--- config.mk ---
export PLATFORM = sky130hd
export DESIGN_NAME = seg_scan_driver
export DESIGN_NICKNAME = d
export VERILOG_FILES = /design/src/rtl/seg_pkg.sv /design/src/rtl/hex_seg_decode.sv /design/src/rtl/seg_scan_driver.sv
export SDC_FILE = /design/constraint.sdc
export NUM_CORES = 1
export LEC_CHECK = 0
export CORE_MARGIN = 2
export CORE_UTILIZATION = 50
export DETAILED_ROUTE_END_ITERATION = 8
export PLACE_DENSITY = 0.81
export SYNTH_ARGS = -nofsm -noshare
export SYNTH_HDL_FRONTEND = slang
export SYNTH_SLANG_ARGS = --single-unit
--- constraint.sdc ---
create_clock -name clk -period 3.2 [get_ports clk]
set_input_delay 0.8 -clock clk [delete_from_list [all_inputs] [get_ports clk]]
set_output_delay 0.8 -clock clk [all_outputs]
set_load 0.01 [all_outputs]
--- src/rtl/seg_pkg.sv ---
// Shared constants for the 7-segment scan driver: glyphs in {a..g} order
// (bit 6 = a), segment bit positions and polarity helpers.
package seg_pkg;

  localparam int unsigned NIB_W = 4;
  localparam int unsigned SEG_W = 7;

  localparam int unsigned SEG_A = 6;
  localparam int unsigned SEG_B = 5;
  localparam int unsigned SEG_C = 4;
  localparam int unsigned SEG_D = 3;
  localparam int unsigned SEG_E = 2;
  localparam int unsigned SEG_F = 1;
  localparam int unsigned SEG_G = 0;

  // Active-high glyphs
  localparam logic [SEG_W-1:0] GLYPH_0 = 7'h7E;
  localparam logic [SEG_W-1:0] GLYPH_1 = 7'h30;
  localparam logic [SEG_W-1:0] GLYPH_2 = 7'h6D;
  localparam logic [SEG_W-1:0] GLYPH_3 = 7'h79;
  localparam logic [SEG_W-1:0] GLYPH_4 = 7'h33;
  localparam logic [SEG_W-1:0] GLYPH_5 = 7'h5B;
  localparam logic [SEG_W-1:0] GLYPH_6 = 7'h5F;
  localparam logic [SEG_W-1:0] GLYPH_7 = 7'h70;
  localparam logic [SEG_W-1:0] GLYPH_8 = 7'h7F;
  localparam logic [SEG_W-1:0] GLYPH_9 = 7'h7B;
  localparam logic [SEG_W-1:0] GLYPH_A = 7'h77;
  localparam logic [SEG_W-1:0] GLYPH_B = 7'h1F;
  localparam logic [SEG_W-1:0] GLYPH_C = 7'h4E;
  localparam logic [SEG_W-1:0] GLYPH_D = 7'h3D;
  localparam logic [SEG_W-1:0] GLYPH_E = 7'h4F;
  localparam logic [SEG_W-1:0] GLYPH_F = 7'h47;

  localparam logic [SEG_W-1:0] SEG_ALL_OFF_HI = 7'h00;
  localparam logic [SEG_W-1:0] SEG_ALL_ON_HI  = 7'h7F;

endpackage

--- src/rtl/hex_seg_decode.sv ---
// Combinational hex nibble to active-high 7-segment glyph.
module hex_seg_decode
  import seg_pkg::*;
(
  input  logic [NIB_W-1:0] nib_i,
  output logic [SEG_W-1:0] glyph_c_o
);

  always_comb begin
    glyph_c_o = GLYPH_F;
    case (nib_i)
      4'h0: glyph_c_o = GLYPH_0;
      4'h1: glyph_c_o = GLYPH_1;
      4'h2: glyph_c_o = GLYPH_2;
      4'h3: glyph_c_o = GLYPH_3;
      4'h4: glyph_c_o = GLYPH_4;
      4'h5: glyph_c_o = GLYPH_5;
      4'h6: glyph_c_o = GLYPH_6;
      4'h7: glyph_c_o = GLYPH_7;
      4'h8: glyph_c_o = GLYPH_8;
      4'h9: glyph_c_o = GLYPH_9;
      4'hA: glyph_c_o = GLYPH_A;
      4'hB: glyph_c_o = GLYPH_B;
      4'hC: glyph_c_o = GLYPH_C;
      4'hD: glyph_c_o = GLYPH_D;
      4'hE: glyph_c_o = GLYPH_E;
      default: glyph_c_o = GLYPH_F;
    endcase
  end

endmodule

--- src/rtl/seg_scan_driver.sv ---
// Time-multiplexed N-digit hex display driver with frame-synchronous update,
// leading-zero blanking and anti-ghost slot gaps. Optional macro SEG_BRIGHTNESS_EN.
module seg_scan_driver
  import seg_pkg::*;
#(
  parameter int unsigned NUM_DIGITS     = 4,
  parameter int unsigned PRESCALE       = 50000,
  parameter bit          SEG_ACTIVE_LOW = 1'b1,
  parameter bit          DIG_ACTIVE_LOW = 1'b1
) (
  input  logic                        clk,
  input  logic                        rst_n,
  input  logic                        enable,
  input  logic                        load,
  input  logic [NIB_W*NUM_DIGITS-1:0] value,
  input  logic [NUM_DIGITS-1:0]       dp_in,
  input  logic                        lz_blank,
`ifdef SEG_BRIGHTNESS_EN
  input  logic [3:0]                  bright,
`endif
  output logic [SEG_W-1:0]            seg,
  output logic                        dp,
  output logic [NUM_DIGITS-1:0]       dig_sel,
  output logic                        frame_done
);

  localparam int unsigned CNT_W = (PRESCALE > 1) ? $clog2(PRESCALE) : 1;
  localparam int unsigned IDX_W = (NUM_DIGITS > 1) ? $clog2(NUM_DIGITS) : 1;
  localparam int unsigned VAL_W = NIB_W * NUM_DIGITS;
  localparam logic [CNT_W-1:0]      CNT_LAST = CNT_W'(PRESCALE - 1);
  localparam logic [IDX_W-1:0]      IDX_LAST = IDX_W'(NUM_DIGITS - 1);
  localparam logic [SEG_W-1:0]      SEG_INV  = {SEG_W{SEG_ACTIVE_LOW}};
  localparam logic [NUM_DIGITS-1:0] DIG_INV  = {NUM_DIGITS{DIG_ACTIVE_LOW}};

  logic [CNT_W-1:0]      cnt_q, cnt_d;
  logic [IDX_W-1:0]      idx_q, idx_d;
  logic [VAL_W-1:0]      shadow_q, shadow_d, disp_q, disp_d;
  logic [NUM_DIGITS-1:0] shadow_dp_q, shadow_dp_d, disp_dp_q, disp_dp_d;
  logic                  pending_q, pending_d;
  logic [SEG_W-1:0]      seg_q, seg_d;
  logic                  dp_q, dp_d;
  logic [NUM_DIGITS-1:0] dig_q, dig_d;
  logic                  frame_q, frame_d;

  logic                  wrap_c;
  logic                  slot_on_c;
  logic                  blank_c;
  logic                  dp_bit_c;
  logic                  higher_zero_c;
  logic [NIB_W-1:0]      nib_c;
  logic [SEG_W-1:0]      glyph_c;

  assign wrap_c = enable && (cnt_q == CNT_LAST) && (idx_q == IDX_LAST);

  // Pick current digit; blank it when it and every higher nibble are zero
  always_comb begin
    nib_c         = '0;
    dp_bit_c      = 1'b0;
    blank_c       = 1'b0;
    higher_zero_c = 1'b1;
    for (int i = int'(NUM_DIGITS) - 1; i >= 0; i--) begin
      higher_zero_c = higher_zero_c && (disp_q[i*NIB_W +: NIB_W] == '0);
      if (IDX_W'(i) == idx_q) begin
        nib_c    = disp_q[i*NIB_W +: NIB_W];
        dp_bit_c = disp_dp_q[i];
        blank_c  = lz_blank && higher_zero_c && (i != 0);
      end
    end
  end

  hex_seg_decode u_dec (
    .nib_i     (nib_c),
    .glyph_c_o (glyph_c)
  );

`ifdef SEG_BRIGHTNESS_EN
  assign slot_on_c = (cnt_q != '0) &&
                     ((32'(cnt_q) * 32'd16) < ((32'(bright) + 32'd1) * 32'(PRESCALE)));
`else
  assign slot_on_c = (cnt_q != '0);
`endif

  // Scan counters, frame-synchronous display update and registered outputs
  always_comb begin
    cnt_d       = cnt_q;
    idx_d       = idx_q;
    shadow_d    = shadow_q;
    shadow_dp_d = shadow_dp_q;
    disp_d      = disp_q;
    disp_dp_d   = disp_dp_q;
    pending_d   = pending_q;
    seg_d       = SEG_ALL_OFF_HI ^ SEG_INV;
    dp_d        = SEG_ACTIVE_LOW;
    dig_d       = DIG_INV;
    frame_d     = wrap_c;

    if (enable) begin
      if (cnt_q == CNT_LAST) begin
        cnt_d = '0;
        idx_d = (idx_q == IDX_LAST) ? '0 : idx_q + IDX_W'(1);
      end else begin
        cnt_d = cnt_q + CNT_W'(1);
      end
    end

    if (load) begin
      shadow_d    = value;
      shadow_dp_d = dp_in;
    end

    // A load landing on the wrap bypasses the shadow so it shows this frame
    if (wrap_c) begin
      if (load) begin
        disp_d    = value;
        disp_dp_d = dp_in;
      end else if (pending_q) begin
        disp_d    = shadow_q;
        disp_dp_d = shadow_dp_q;
      end
      pending_d = 1'b0;
    end else if (load) begin
      pending_d = 1'b1;
    end

    if (enable) begin
      seg_d = (blank_c ? SEG_ALL_OFF_HI : glyph_c) ^ SEG_INV;
      dp_d  = dp_bit_c ^ SEG_ACTIVE_LOW;
      if (slot_on_c) dig_d = (NUM_DIGITS'(1) << idx_q) ^ DIG_INV;
    end
  end

  always_ff @(posedge clk or negedge rst_n) begin
    if (!rst_n) begin
      cnt_q       <= '0;
      idx_q       <= '0;
      shadow_q    <= '0;
      shadow_dp_q <= '0;
      disp_q      <= '0;
      disp_dp_q   <= '0;
      pending_q   <= 1'b0;
      seg_q       <= SEG_ALL_OFF_HI ^ SEG_INV;
      dp_q        <= SEG_ACTIVE_LOW;
      dig_q       <= DIG_INV;
      frame_q     <= 1'b0;
    end else begin
      cnt_q       <= cnt_d;
      idx_q       <= idx_d;
      shadow_q    <= shadow_d;
      shadow_dp_q <= shadow_dp_d;
      disp_q      <= disp_d;
      disp_dp_q   <= disp_dp_d;
      pending_q   <= pending_d;
      seg_q       <= seg_d;
      dp_q        <= dp_d;
      dig_q       <= dig_d;
      frame_q     <= frame_d;
    end
  end

  assign seg        = seg_q;
  assign dp         = dp_q;
  assign dig_sel    = dig_q;
  assign frame_done = frame_q;

endmodule

# After elaboration in Yosys (flattened, before gate mapping)
# Memory sizes are Yosys's and may differ from the RTL's.
# Cells that the tools add are included.
# Widths: inputs -> output; s select.
[totals]
romBits = 112
n_memories = 1
latchBits = 0
inputBits = 25
elab_cells = 64
ram_bits = 0
reg_bits = 72
[mem_list]
columns = ["memory", "depth", "word_bits", "read_ports", "rd_clocked_by_memory_dff", "write_ports", "line", "text"]
rows = [
  ["(name not given)", 16, 7, 1, 0, 0, "hex_seg_decode.sv:11", "case (nib_i)"],
]
[op_classes]
mul = 0
order_cmp = 0
bitwise_logic = 3
div = 0
n_eq_ne = 5
shifts = 1
add_sub_neg = 2
mux = 25
reduce_logical = 16
[ops]
columns = ["cell", "count"]
rows = [
  ["$mux 16", 3],
  ["$mux 4", 8],
  ["$add 16x1->16 const B", 1],
  ["$eq 16x16->1 const B", 1],
  ["$reduce_bool 16->1", 1],
  ["$mux 7", 2],
  ["$logic_not 4->1", 3],
  ["$mux 1", 11],
  ["$logic_and 1x1->1", 7],
  ["$not 7->7", 1],
  ["$eq 2x2->1 const A", 2],
  ["$not 4->4", 1],
  ["$reduce_and 2->1", 2],
  ["$reduce_bool 2->1", 2],
  ["$shl 1x2->4 const A", 1],
  ["$add 2x1->2 const B", 1],
  ["$eq 1x2->1 const A", 1],
  ["$eq 2x2->1 const B", 1],
  ["$logic_not 2->1", 1],
  ["$mux 2", 1],
  ["$not 1->1", 1],
]

# Longest topological paths before layout
# Gate-level depths: netlist of run 1.
[depth]
ltp_word = 9
ltp_mapped = 11

# Cells and area by module
# Synthesis of run 1 repeated with hierarchy kept, for this count alone.
[unflattened]
hier_cells = 282
area_unflattened_um2 = 3478.3
[by_module_without_submodules]
columns = ["mod", "cells_per_inst", "n_inst", "seq_area_each_um2", "area_each_um2"]
rows = [
  ["seg_scan_driver", 249, 1, 1816.7, 3190.6],
  ["hex_seg_decode", 33, 1, 0.0, 287.8],
]

# Worst setup path after synthesis of run 1
# Ideal clock, no wire load.
[synth_timing]
kind = "register -> register"
startpoint = "register cnt_q[11]"
endpoint = "register disp_dp_q[0]"
setup_slack_ns = 0.869
stages_incl_launch_ff = 7
t_required_ns = 3.075
arrival_time_ns = 2.206
path_buffers = 1
path_cell_list = "dfrtp_1 > or4_4 > or4_4 > nor2_8 > nand3b_4 > buf_6 > mux2_4"
[synth_via]
elab_chain_cells = 4
[synth_rtl]
columns = ["element", "line", "text"]
rows = [
  ["from (decl)", "seg_scan_driver.sv:35", "logic [CNT_W-1:0] cnt_q, cnt_d;"],
  ["from (signal assigned)", "seg_scan_driver.sv:146", "cnt_q <= cnt_d;"],
  ["$eq 16x16->1", "seg_scan_driver.sv:53", "assign wrap_c = enable && (cnt_q == CNT_LAST) && (idx_q == IDX_LAST);"],
  ["$logic_and 1x1->1 (2 in series)", "seg_scan_driver.sv:53", ""],
  ["$reduce_and 2->1 (no line)", "-", ""],
  ["to (signal assigned)", "seg_scan_driver.sv:151", "disp_dp_q <= disp_dp_d;"],
  ["to (decl)", "seg_scan_driver.sv:38", "logic [NUM_DIGITS-1:0] shadow_dp_q, shadow_dp_d, disp_dp_q, disp_dp_d;"],
]
# Every way passes these cells.
# A chain may end at the register's enable or synchronous reset.

# Worst setup path after layout of run 1
[layout_timing]
startpoint = "register cnt_q[11]"
endpoint = "register disp_q[15]"
[layout_via]
elab_chain_cells = 4
[layout_rtl]
columns = ["element", "line", "text"]
rows = [
  ["$eq 16x16->1", "seg_scan_driver.sv:53", ""],
  ["$logic_and 1x1->1 (2 in series)", "seg_scan_driver.sv:53", ""],
  ["$reduce_and 2->1 (no line)", "-", ""],
  ["to (signal assigned)", "seg_scan_driver.sv:150", "disp_q <= disp_d;"],
  ["to (decl)", "seg_scan_driver.sv:37", "logic [VAL_W-1:0] shadow_q, shadow_d, disp_q, disp_d;"],
]
# Every way passes these cells.

==> results of run 1 <==
-- state kept, by name, summed over array words and instances, names as in the netlist --
register     count
pending_q        1
shadow_q        16
dp               1
dig_sel          4
seg              7
shadow_dp_q      4
disp_dp_q        4
idx_q            2
frame_done       1
cnt_q           16
disp_q          16
-- stage by stage --
step	instances	total power [mW]	hold WS (ns)
after CTS	410	1.89	0.474
after global routing	410	1.96	0.496
final	410	1.87	0.469
after global placement	396	1.23	0.472
after floorplan	287	1.14	0.447
after detailed placement	396	1.24	0.485
-- cell type report --
type | instances | share of cell area [%]
sequential | 72 | 44.5
tap | 80 | 2.45
inverter | 8 | 0.736
timing repair buffer | 41 | 10.0
clock buffer | 14 | 4.23
multi-input combinational | 195 | 38.1
-- layout by cell type, fill, tap and decap left out, types with 4 or more instances in the layout --
cell type | Yosys | routed
and3_1 | 7 | 7
mux2_2 | 20 | 20
nand2_1 | 28 | 28
dfrtp_1 | 60 | 60
nor2_1 | 14 | 14
inv_1 | 8 | 8
nand3_1 | 11 | 11
clkbuf_8 | 0 | 12
o21ai_0 | 14 | 14
nand4_1 | 5 | 5
ha_1 | 12 | 12
dfstp_2 | 12 | 12
clkdlybuf4s50_1 | 0 | 36
o211ai_1 | 4 | 4
xor2_1 | 5 | 5
mux2_4 | 20 | 20
xnor2_1 | 7 | 7
-- routing by layer --
metal | global-route usage (%) | vias up
met3 | 3.41 | 14
met5 | 0 | -
met2 | 30.1 | 48
met1 | 23.9 | 1137
met4 | 9.79 | 0
li1 | - | 1094
-- cell families after synthesis --
family	share of synthesized area, %
AOI/OAI and AO/OA	7.09
xor gates and xnor gates	3.04
adders and majority gates	4.34
buffers and inverters	2.60
DFF	52.5
muxes	15.8
and+or+nand+nor	14.6
-- power by group through the flow --
stage	Clock, mW	Combinational (mW)	Sequential, mW
6_report	0.645	0.200	1.02
4_1_cts	0.662	0.204	1.02
5_1_grt	0.703	0.228	1.03
3_3_place_gp	0	0.196	1.04
3_5_place_dp	0	0.205	1.04
2_1_floorplan	0	0.122	1.02
-- worst paths after layout --
| kind | end | slack [ns] | cells after the start |
|---|---|---|---|
| setup / recovery | disp_q[15] | 0.56 | 5 |
| hold / removal | shadow_q[13] | 0.47 | 2 |
| setup reg to reg | disp_q[15] | 0.56 | 5 |
| hold reg to reg | cnt_q[10] | 0.50 | 1 |
| max in group asynchronous | dig_sel[1] | 2.40 | 2 |
| min in group clk | cnt_q[10] | 0.50 | 1 |
==> results.md, run 1 <==
* Syn Area/Cell at 12.1 µm²
* Net Sw Power at 0.456 mW
* Yosys reg bits at 72
* Number of global-route vias before repair at 2236
* I/O Buffers at 37
* Count leader, synth: dfrtp_1
* Detailed placement HPWL at 4600 µm
* Leakage at 1.84 nW
* HP Class: input pin to asynchronous set/reset pin
* CP Buf/Inv Count at 0
* H-tree depth at 3
* Grt total ovfl at 0
* Post-CTS Setup Inserts at 0
* Drt pass-1 iters at 4
* Final worst slack at 0.557 ns
* Count of unique library cells instantiated by Yosys at 43
* GP Congestion at 0.902
* Clk_skew at 0.00473 ns
* CP endpoint kind: flop
* First-pass GRT wire length at 10700 µm
* DR top layer: met4
* Fraction of the cycle the final worst path needs at 82.6%
* Met2 Routed Length at 3150 µm
* Hold Fails Final Rpt at 0
* Design Area, Final at 4080 µm²
* Die Y-Extent at 87.2 µm
* CP Cell Sequence: or4_4 > or4_4 > nor2_8 > nand3b_4 > mux2_4
* Max Fclk at 378 MHz
* Post-CTS sizing at 0
* Critical-path maximum fanout at 20
* Clock tree buffer depth at 2
* Worst EP arrival at 2.87 ns
* Peak VDD IR at 256 µV
* FF/Latch Area at 1820 µm²
* P_int at 1.41 mW
* DRT antenna net count at 0
* RSZ-0062 raised after global routing: false
* Reg clk slew, reported paths at 0.07 ns
* Worst Tran Pin Value at 0.791 ns
* Sequential element share of the synthesized area at 52.5%
* Setup WS pre-CTS at 0.312 ns
* Area growth syn-to-layout at 17.9%
* Syn. warnings at 0
* Clock power share at 34.5%
* Comb power frac at 10.7%
* Die X at 87.2 µm
* DRC Markers at 0
* Initial antenna violation count at 0
* Worst setup path category: flop to flop
* Wirelength, routed at 6510 µm
* TNS Setup at 0 ns
* Clock period minus worst slack at 2.64 ns
* Initial drt markers at 102
* Crit path required time at 3.43 ns
* I/O pin count at 38
* Final Slew Violations at 0
* Most common library cells after synthesis: 60 x dfrtp_1, 28 x nand2_1, 20 x mux2_2, 20 x mux2_4
* Multi-input combinational cell area at 1550 µm²
* Post-synth EDFFs at 0
* Worst skew pair latency at 0.34 ns
* Slowest stage cell, crit path: or4_4
* Setup violators final at 0
* Max Cap Viol at 0
* Fill cells at 532
* Share of the synthesized area in the top cell type at 43.4%
* Critical path origin: cnt_q[11]
* Met1 WL at 3000 µm
* Die area at 7600 µm²
* Top_reg_cell synth: dfrtp_1
* Worst Setup Start Kind: flop
* Cts bufs inserted at 9
* Root Driver: clkbuf_8
* Sequential share of power at 54.8%
* Final cell utilization of the core at 60.4%
* Fraction of final layout cells with drive strength greater than 1 at 23.3%
* Gate Count Post-Synth at 287
* Sw frac at 24.4%
* Row Count at 30
* Max-slew headroom at 47.3%
* Final #Nets at 364
* Via-per-instance ratio at 5.59
* Via count at 2293
* CTS tree: built
* Sink Count at 72
* Area leader, netlist: dfrtp_1
* Status: finished, final reports clean
* Post-Syn Area at 3460 µm²
* Pwr Density at 458 nW/µm²
* Core Area at 6760 µm²
* Initial core utilization at 51.2%
* Post-synthesis async set-or-reset flop share at 100%
* CP top delay family: simple AND/OR/NAND/NOR gates
* Largest net degree at the start of global routing at 73
* Slowest stage delay, CP at 0.57 ns
* Most used cell, CP: or4_4
* WL met3 at 211 µm
* Routed length per instance at 15.9 µm
* ANT cells at 0
* Top post-synthesis cells by area: dfrtp_1 43%, dfstp_2 9.1%, mux2_4 8.7%
* Dpl cell area at 3910 µm²
* Gr usage total at 18.6%
* Worst reg2reg path startpoint: cnt_q[11]
* Syn Nets at 324
* CTS Hold Buffers Added at 0
(Power assumes the default switching activity.)
==> run 2, diff against run 1 <==
--- a/config.mk
+++ b/config.mk
@@ -8,7 +8,7 @@
 export CORE_MARGIN = 2
 export CORE_UTILIZATION = 50
 export DETAILED_ROUTE_END_ITERATION = 8
-export PLACE_DENSITY = 0.81
+export PLACE_DENSITY = 0.84
 export SYNTH_ARGS = -nofsm -noshare
 export SYNTH_HDL_FRONTEND = slang
 export SYNTH_SLANG_ARGS = --single-unit
==> constraint.sdc (replaced) <==
create_clock -name clk -period 2.3 [get_ports clk]
set_input_delay 0.575 -clock clk [delete_from_list [all_inputs] [get_ports clk]]
set_output_delay 0.575 -clock clk [all_outputs]
set_load 0.01 [all_outputs]
==> results.md, run 2 (synthesis gave the netlist of run 1 again) <==
* Status: finished, final reports clean
* CTS tree: built
* Cts bufs inserted at 9 (unchanged)
* Max Fclk at 444 MHz (+17%)
* Drt pass-1 iters at 5 (+1)
* Clock tree buffer depth at 2 (unchanged)
* Initial drt markers at 125 (+23%)
* Peak VDD IR at 420 µV (+64%)
* Slowest stage delay, CP at 0.55 ns (-0.02 ns)
* Initial antenna violation count at 0 (unchanged)
* Routed length per instance at 16.6 µm (+4.4%)
* Die Y-Extent at 87.2 µm (unchanged)
* Crit path required time at 2.52 ns (-0.91 ns)
* Row Count at 30 (unchanged)
* Most frequent cells in the layout: 60 x dfrtp_1, 36 x clkdlybuf4s50_1, 28 x nand2_1, 21 x buf_4
* Clk_skew at 0.0119 ns (+0.00717 ns)
* Area growth syn-to-layout at 24.7%
* ANT cells at 0 (unchanged)
* Core Area at 6760 µm² (unchanged)
* TNS Setup at 0 ns (unchanged)
* Final worst slack at 0.0500 ns (-0.506 ns)
* H-tree depth at 3 (unchanged)
* Sink Count at 72 (unchanged)
* Worst skew pair latency at 0.35 ns (about the same)
* Hold Fails Final Rpt at 0 (unchanged)
* Sw frac at 24.5% (+0.079 points)
* Fraction of the cycle the final worst path needs at 97.8% (+15 points)
* Most used cell, CP: or4_4
* DRT antenna net count at 0 (unchanged)
* Grt total ovfl at 0 (unchanged)
* Die area at 7600 µm² (unchanged)
* GP Congestion at 0.836 (-7.4%)
* P_int at 2.16 mW (+53%)
* Most common cell after layout, fill and taps aside: dfrtp_1
* Die X at 87.2 µm (unchanged)
* Max-slew headroom at 67.3% (+20 points)
* CTS Hold Buffers Added at 0 (unchanged)
* Tot Pwr at 2.87 mW (+53%)
* Root Driver: clkbuf_8
* Initial core utilization at 51.2% (unchanged)
* Comb power frac at 11.1% (+0.4 points)
* HP Class: input pin to asynchronous set/reset pin
* Leakage at 1.97 nW (+6.9%)
* Reg clk slew, reported paths at 0.08 ns (about the same)
* Setup violators final at 0 (unchanged)
* Via-per-instance ratio at 5.66 (+1.3%)
* Clock period minus worst slack at 2.25 ns (-0.394 ns)
* Clock power share at 39.5% (+5.0 points)
* Detailed placement HPWL at 4980 µm (+8.2%)
* Via count at 2447 (+6.7%)
* CP endpoint kind: flop
* DRC Markers at 0 (unchanged)
* Worst Tran Pin Value at 0.486 ns (-0.304 ns)
* I/O Buffers at 37 (unchanged)
* Sequential share of power at 49.5% (-5.3 points)
* CP Cell Sequence: or4_4 > or4_4 > nor2_8 > nand3b_4 > buf_12 > mux2_4
* Hold Worst Slack at 0.244 ns (-0.225 ns)
* Critical-path maximum fanout at 20 (unchanged)
* Slowest stage cell, crit path: or4_4
* First-pass GRT wire length at 11700 µm (+9.3%)
* Fraction of final layout cells with drive strength greater than 1 at 29.0% (+5.6 points)
* Net Sw Power at 0.702 mW (+54%)
* Number of global-route vias before repair at 2513 (+12%)
* I/O pin count at 38 (unchanged)
* Max Cap Viol at 0 (unchanged)
* Worst Setup Start Kind: flop
* Wirelength, routed at 7150 µm (+10%)
* Setup WS pre-CTS at -0.100 ns (-0.412 ns)
* Worst EP arrival at 2.47 ns (-0.40 ns)
* Largest registers: cnt_q: 16 flops, disp_q: 16 flops, shadow_q: 16 flops
* Gr usage total at 20.2% (+1.6 points)
* Final #Nets at 384 (+5.5%)
* Pwr Density at 664 nW/µm² (+45%)
* Worst setup path category: flop to flop
* Final Slew Violations at 0 (unchanged)
* Largest net degree at the start of global routing at 73 (unchanged)
-- run 2: metrics by stage --
step / cells / cell area [µm²] / util (%)
global placement: 414 / 4070 / 60.2
global route: 432 / 4320 / 63.9
CTS: 430 / 4300 / 63.6
detailed placement: 414 / 4070 / 60.2
finish: 432 / 4320 / 63.9
floorplan: 287 / 3460 / -
-- run 2: power groups by stage --
| stage | Sequential, mW | Combinational, mW | Clock [mW] |
|---|---|---|---|
| after floorplan | 1.42 | 0.170 | 0 |
| after global placement | 1.43 | 0.305 | 0 |
| after detailed placement | 1.44 | 0.318 | 0 |
| after CTS | 1.42 | 0.322 | 1.14 |
| after global routing | 1.43 | 0.355 | 1.21 |
| final | 1.42 | 0.318 | 1.13 |
-- run 2: critical path: cells and delay by family, from the launching register on --
kind | cells | cell delay, ns
buf+inv | 1 | 0.17
flops | 1 | 0.40
mux | 1 | 0.31
simple gates | 4 | 1.25
-- run 2: per-layer routing --
| metal | up-vias | track usage [%] | share of wire, % |
|---|---|---|---|
| met1 | 1236 | 23.5 | 42 |
| met4 | 0 | 8.25 | 1.8 |
| li1 | 1133 | - | - |
| met3 | 14 | 5.12 | 3.5 |
| met5 | - | 0 | 0 |
| met2 | 64 | 35.5 | 53 |
-- run 2: final timing paths --
check                      cells after the start         end      start  slack (ns)
hold reg to reg                                2   pending_q  pending_q        0.49
hold / removal                                 2   disp_q[7]      rst_n        0.24
setup reg to reg                               6  disp_q[12]  cnt_q[10]        0.05
max in group asynchronous                      2          dp      rst_n        1.71
min in group clk                               2   pending_q  pending_q        0.49
setup / recovery                               6  disp_q[12]  cnt_q[10]        0.05
-- run 2: layout make-up --
type / count / area (µm²)
Tap cell: 80 / 100
Sequential cell: 72 / 1820
Inverter: 8 / 30.0
Timing Repair Buffer: 61 / 583
Clock buffer: 10 / 138
Fill cell: 519 / 2440
Multi-Input combinational cell: 195 / 1560
Clock inverter: 6 / 92.6
-- run 2: what timing repair did --
item	4_1_cts	5_1_grt
endpoints found under the setup margin	0	19
endpoints found under the hold margin	0	0
resized for setup	0	1
buffers inserted	0	2
==> run 3, diff against run 2 <==
--- a/config.mk
+++ b/config.mk
@@ -5,10 +5,11 @@
 export SDC_FILE = /design/constraint.sdc
 export NUM_CORES = 1
 export LEC_CHECK = 0
+export ABC_AREA = 1
 export CORE_MARGIN = 2
 export CORE_UTILIZATION = 50
 export DETAILED_ROUTE_END_ITERATION = 8
-export PLACE_DENSITY = 0.84
+export PLACE_DENSITY = 0.83
 export SYNTH_ARGS = -nofsm -noshare
 export SYNTH_HDL_FRONTEND = slang
 export SYNTH_SLANG_ARGS = --single-unit
==> results.md, run 3 <==
* Setup WS pre-CTS at 0.155 ns (+0.255 ns)
* Post-synth EDFFs at 0 (unchanged)
* TNS Setup at 0 ns (unchanged)
* Clk_skew at 0.00758 ns (-0.00433 ns)
* I/O pin count at 38 (unchanged)
* Max Fclk at 480 MHz (+8.1%)
* Routed length per instance at 12.8 µm (-23%)
* Row Count at 32 (+6.7%)
* Post-Syn Area at 3970 µm² (+15%)
* Reg clk slew, reported paths at 0.08 ns (about the same)
* Drt pass-1 iters at 4 (-1)
* Cts bufs inserted at 9 (unchanged)
* Die X at 93.1 µm (+6.8%)
* Yosys reg bits at 72 (unchanged)
* DRT antenna net count at 0 (unchanged)
* Pwr Density at 719 nW/µm² (+8.2%)
* Final worst slack at 0.218 ns (+0.168 ns)
* Most common cell after layout, fill and taps aside: nand2_1
* Sequential element share of the synthesized area at 45.8% (-6.8 points)
* Wirelength, routed at 8450 µm (+18%)
* Top_reg_cell synth: dfrtp_1
* ANT cells at 0 (unchanged)
* Hold Fails Final Rpt at 0 (unchanged)
* I/O Buffers at 37 (unchanged)
* Fraction of final layout cells with drive strength greater than 1 at 14.7% (-14 points)
* Setup violators final at 0 (unchanged)
* Worst Tran Pin Value at 0.571 ns (+0.0850 ns)
* Clock power share at 35.7% (-3.8 points)
* Status: finished, final reports clean
* Hold Worst Slack at 0.214 ns (-0.0301 ns)
* CTS tree: built
* Die area at 8670 µm² (+14%)
* Initial drt markers at 173 (+38%)
* Peak VDD IR at 411 µV (-2.0%)
* Worst skew pair latency at 0.35 ns (about the same)
* Clock tree buffer depth at 2 (unchanged)
* Max-slew headroom at 61.9% (-5.4 points)
* Largest registers: cnt_q: 16 flops, disp_q: 16 flops, shadow_q: 16 flops
* Area leader, netlist: dfrtp_1
* Gr usage total at 21.2% (+1.0 points)
* Core Area at 7730 µm² (+14%)
* First-pass GRT wire length at 14700 µm (+26%)
* CTS Hold Buffers Added at 0 (unchanged)
* Tot Pwr at 3.37 mW (+18%)
* Post-synthesis async set-or-reset flop share at 100% (unchanged)
* HP Class: input pin to asynchronous set/reset pin
* Fraction of the cycle the final worst path needs at 90.5% (-7.3 points)
* Net Sw Power at 0.997 mW (+42%)
* P_int at 2.37 mW (+9.6%)
* Initial core utilization at 51.4% (+0.17 points)
* Die Y-Extent at 93.1 µm (+6.8%)
* Syn Area/Cell at 7.72 µm² (-36%)
* Most common library cells after synthesis: 126 x nand2_1, 89 x inv_1, 60 x dfrtp_1
* Sink Count at 72 (unchanged)
* Critical-path maximum fanout at 7 (-65%)
* Placed insts at 644 (+56%)
* DRC Markers at 0 (unchanged)
* H-tree depth at 3 (unchanged)
* Crit path required time at 2.57 ns (+0.05 ns)
* Worst EP arrival at 2.36 ns (-0.11 ns)
* RSZ-0062 raised after global routing: false
* Share of the synthesized area in the top cell type at 37.8% (-5.6 points)
* Syn. warnings at 0 (unchanged)
* Top post-synthesis cells by area: dfrtp_1 38%, nand2_1 12%, inv_1 8.4%
* Syn Nets at 551 (+70%)
* Most frequent cells in the layout: 126 x nand2_1, 89 x inv_1, 60 x dfrtp_1, 38 x nand3_1, 36 x clkdlybuf4s50_1
* Count of unique library cells instantiated by Yosys at 36 (-16%)
* Via-per-instance ratio at 5.21 (-8.1%)
* Final #Nets at 590 (+54%)
* Gate Count Post-Synth at 514 (+79%)
* Comb power frac at 18.4% (+7.3 points)
* Sequential share of power at 45.9% (-3.6 points)
* Via count at 3436 (+40%)
* Area growth syn-to-layout at 18.1%
* Detailed placement HPWL at 6290 µm (+26%)
* Final Non-Filler Cells at 660 (+53%)
* GP Congestion at 0.946 (+13%)
* Count leader, synth: nand2_1
* Root Driver: clkbuf_8
* Max Cap Viol at 0 (unchanged)
* Sw frac at 29.6% (+5.1 points)
* Clock period minus worst slack at 2.08 ns (-0.168 ns)
* Leakage at 2.25 nW (+15%)
* Number of global-route vias before repair at 3405 (+35%)
* Initial antenna violation count at 0 (unchanged)
* Worst setup path category: flop to flop
* Largest net degree at the start of global routing at 49 (-33%)
* CP endpoint kind: flop
* Final Slew Violations at 0 (unchanged)
* Worst Setup Start Kind: flop
* Grt total ovfl at 0 (unchanged)
-- run 3: cell families after synthesis --
kind of cell / count (synthesis) / synth area share (%)
xor+xnor: 2 / 0.441
compound gates: 53 / 7.22
simple gates: 261 / 31.2
fa+ha+maj: 12 / 3.78
flops: 72 / 45.8
buf+inv: 114 / 11.6
-- run 3: area by class of cell --
cell class | instances | area (µm²)
flip-flops and latches | 72 | 1820
well taps | 102 | 128
repair buffers | 46 | 445
inverters | 96 | 360
clock inverters | 7 | 119
multi-input cells | 328 | 1690
fillers | 647 | 3040
clock buffers | 9 | 124
-- run 3: routing by layer --
metal | up-vias | wire length [µm] | GRT usage, %
met5 | - | 0 | 0
met4 | 0 | 183 | 10.0
met3 | 16 | 358 | 3.71
met2 | 100 | 4260 | 36.7
met1 | 1622 | 3650 | 25.8
li1 | 1698 | - | -
-- run 3: power by group through the flow --
stage	Clock [mW]	Sequential [mW]	Combinational [mW]
6_report	1.20	1.55	0.620
5_1_grt	1.28	1.57	0.711
4_1_cts	1.23	1.54	0.623
3_5_place_dp	0	1.57	0.617
3_3_place_gp	0	1.56	0.593
2_1_floorplan	0	1.54	0.416
-- run 3: worst paths after layout --
check	to	slack (ns)	cells after the start	start
min	disp_q[3]	0.21	1	rst_n
min in group clk	shadow_q[10]	0.51	2	shadow_q[10]
min reg2reg	shadow_q[10]	0.51	2	shadow_q[10]
max reg2reg	seg[3]	0.22	13	idx_q[0]
max	seg[3]	0.22	13	idx_q[0]
max in group asynchronous	shadow_dp_q[0]	1.44	2	rst_n
-- run 3: worst max-delay path, stage by stage (launching register included) --
cell and delay [ns]:
dfrtp_1 0.41, inv_1 0.12, ha_1 0.34, inv_2 0.10, nand2_1 0.08, nand3_1 0.07
nand2_1 0.08, nand2_1 0.14, inv_1 0.14, ha_1 0.24, inv_1 0.05, nand2_1 0.07
nand3_1 0.10, nand3_1 0.08
-- run 3: metrics by stage --
stage	util (%)	cell area, µm²
after floorplan	-	3970
after global placement	57.5	4440
after detailed placement	57.5	4440
after CTS	60.6	4680
after global routing	60.7	4690
final	60.7	4690
-- run 3: timing repair --
action	CTS	global route
endpoints found under the setup margin	0	4
gates resized for setup	0	1
setup buffers	0	0
==> patch, RTL diff (flow settings as in run 2) <==
The option `SEG_BRIGHTNESS_EN` is turned on by a define.
--- a/src/rtl/seg_scan_driver.sv
+++ b/src/rtl/seg_scan_driver.sv
@@ -1,5 +1,7 @@
 // Time-multiplexed N-digit hex display driver with frame-synchronous update,
 // leading-zero blanking and anti-ghost slot gaps. Optional macro SEG_BRIGHTNESS_EN.
+`define SEG_BRIGHTNESS_EN
+
 module seg_scan_driver
   import seg_pkg::*;
 #(
Ports: changed (added bright); port bits go from 38 to 42. The function was not compared with the original's and may differ.
==> patch against run 2 <==
- the run now ends with setup timing left
- critical endpoint is now dig_sel[0]
- combinational power rose to 4.4 times the old value
- area after synthesis increased by 36%
- global-route usage is 5.5 points higher
- highest routed layer unchanged
- routed wire length is 84% higher
- sequential cell count unchanged
- clock skew decreased by 1.1 ps
- design area increased by 47%
- total power grew 34%
- via count grew 69%
- setup slack worse by 1900 ps
==> patch: results (changes against run 2) <==
| Metric | Value |
|---|---|
| Status | `finished with violations` |
| Failing checks | `setup timing` |
| Max IR drop VDD | `0.342 mV (-19%)` |
| Setup TNS | `-7310 ps (-7310 ps)` |
| Synth Area in Adders | `0.158 (+0.115)` |
| # setup viols final | `4 (+4)` |
| Sequential share of the synthesized area | `0.386 (-0.139)` |
| Layout cells sized above 1 | `0.343 (+0.0534)` |
| Via density | `6.04 (+6.7%)` |
| Placed insts | `658 (+59%)` |
| Hold Crit Class | `in -> async` |
| Critical path peak fanout | `5 (-75%)` |
| Mux contribution to synthesized area | `0.0970 (-0.0607)` |
| Final WL | `13200 um (+84%)` |
| Clock skew | `10.8 ps (-1.09 ps)` |
| Clock transition at path regs | `80 ps (about the same)` |
| Worst path arrival time | `4470 ps (+2000 ps)` |
| Detailed Place HPWL | `8440 um (+70%)` |
| Relative slew slack | `0.698 (+0.0246)` |
| Total vias in the final route | `4139 (+69%)` |
| Cell variety after synth | `54 (+26%)` |
| Synth async-reset ratio | `1.00 (unchanged)` |
| Fill count | `592 (+14%)` |
| Yosys warns | `0 (unchanged)` |
| Number of hold violations in the final report | `0 (unchanged)` |
| Synth Area in Compound Gates | `0.127 (+0.0558)` |
| Initial DRC count | `358 (+190%)` |
| Vias in the first global route | `4232 (+68%)` |
| Syn_nets | `542 (+67%)` |
| Global-route wire length before repair | `20500 um (+75%)` |
| Largest net degree at the start of global routing | `45 (-38%)` |
| Port Buf Inserts | `41 (+11%)` |
| Root buf cell | `clkbuf_8` |
| Yosys top cell area share | `0.319 (-0.115)` |
| Diode count | `0 (unchanged)` |
| Total track usage | `0.257 (+0.0551)` |
| Synth Area in XOR/XNOR | `0.0502 (+0.0198)` |
| Reg2reg setup slack | `40 ps` |
| Placer's final routability congestion estimate | `0.864 (+3.3%)` |
| Syn Inst Count | `454 (+58%)` |
| Initial antenna violation count | `0 (unchanged)` |
| Synth area leaders | `dfrtp_1 32%, ha_1 15%, mux2_2 8.8%` |
| Synth top cells by count | `60 x dfrtp_1, 58 x ha_1, 37 x mux2_2, 33 x nand2_1, 30 x inv_1` |
| Skew-Pair Late Insertion Delay | `360 ps` |
| Leakage power | `2.89 nW (+47%)` |
| Dpl cell area | `5850 sq um (+44%)` |
| H-tree levels | `3 (unchanged)` |
| Pre-antenna DRT Iters | `5 (unchanged)` |
| Worst setup margin | `-1880 ps (-1930 ps)` |
[patch: cell types whose count changed after synthesis, moves of 8 or more]
cell     change
mux2_2      +17
a21oi_1     +20
mux2_4      -20
nand3_1      +8
nor3_1      +12
inv_1       +22
ha_1        +46
xnor2_1     +11
[patch: logic make-up after synthesis]
kind of cell    after synthesis
xor+xnor                     27
flops                        72
mux                          41
compound gates               90
simple gates                122
fa+ha+maj                    59
buf+inv                      43
[patch: layout make-up]
class	count	area, sq um	area share
inverters	30	113	0.0178
well taps	111	139	0.0219
repair buffers	117	1020	0.160
flip-flops and latches	72	1820	0.287
clock inverters	7	71.3	0.0113
multi-input cells	339	3050	0.482
clock buffers	9	124	0.0196
[patch: power by group]
group	internal [mW]	switching, mW
logic	0.676	0.714
registers	1.36	0.0815
clock network	0.502	0.500
[patch: metrics by stage]
stage,hold slack (ps),setup slack (ps)
2_1_floorplan,279,-1610
3_3_place_gp,460,-2390
3_5_place_dp,463,-2610
4_1_cts,84.0,-1680
5_1_grt,86.1,-2040
6_report,82.9,-1880
[patch: timing repair]
item                                    4_1_cts  5_1_grt
pin swaps                                    18       14
buffers inserted                              9        2
hold buffers                                  0        0
resized for setup                            35       25
endpoints found under the setup margin        8       10
[patch: path summary, 6_finish.rpt]
kind,start,endpoint,depth (start not counted)
min reg2reg,shadow_q[11],shadow_q[11],1
max,bright[0],dig_sel[0],20
max in group asynchronous,rst_n,dp,2
min,rst_n,shadow_q[3],1
min in group clk,shadow_q[11],shadow_q[11],1
max reg2reg,idx_q[0],seg[5],7
[patch: routing by layer]
metal	vias up	GRT usage	part of all wire
met2	206	0.453	0.51
met4	0	0.0956	0.037
met3	51	0.0617	0.065
li1	1887	-	-
met1	1995	0.302	0.39
met5	-	0	0
[patch: critical path, cell delays in order]
cell and delay, ps:
buf_12 110, ha_4 170, xor2_4 270, ha_4 190, xnor2_2 60, ha_2 170, a21o_1 200, ha_4 290
ha_4 210, a21oi_2 190, nand2_1 90, a21oi_1 220, xor2_1 180, ha_1 290, and2_1 180, a311oi_2 340
a31oi_2 230, buf_4 190, a211oi_2 260, nor3_2 60
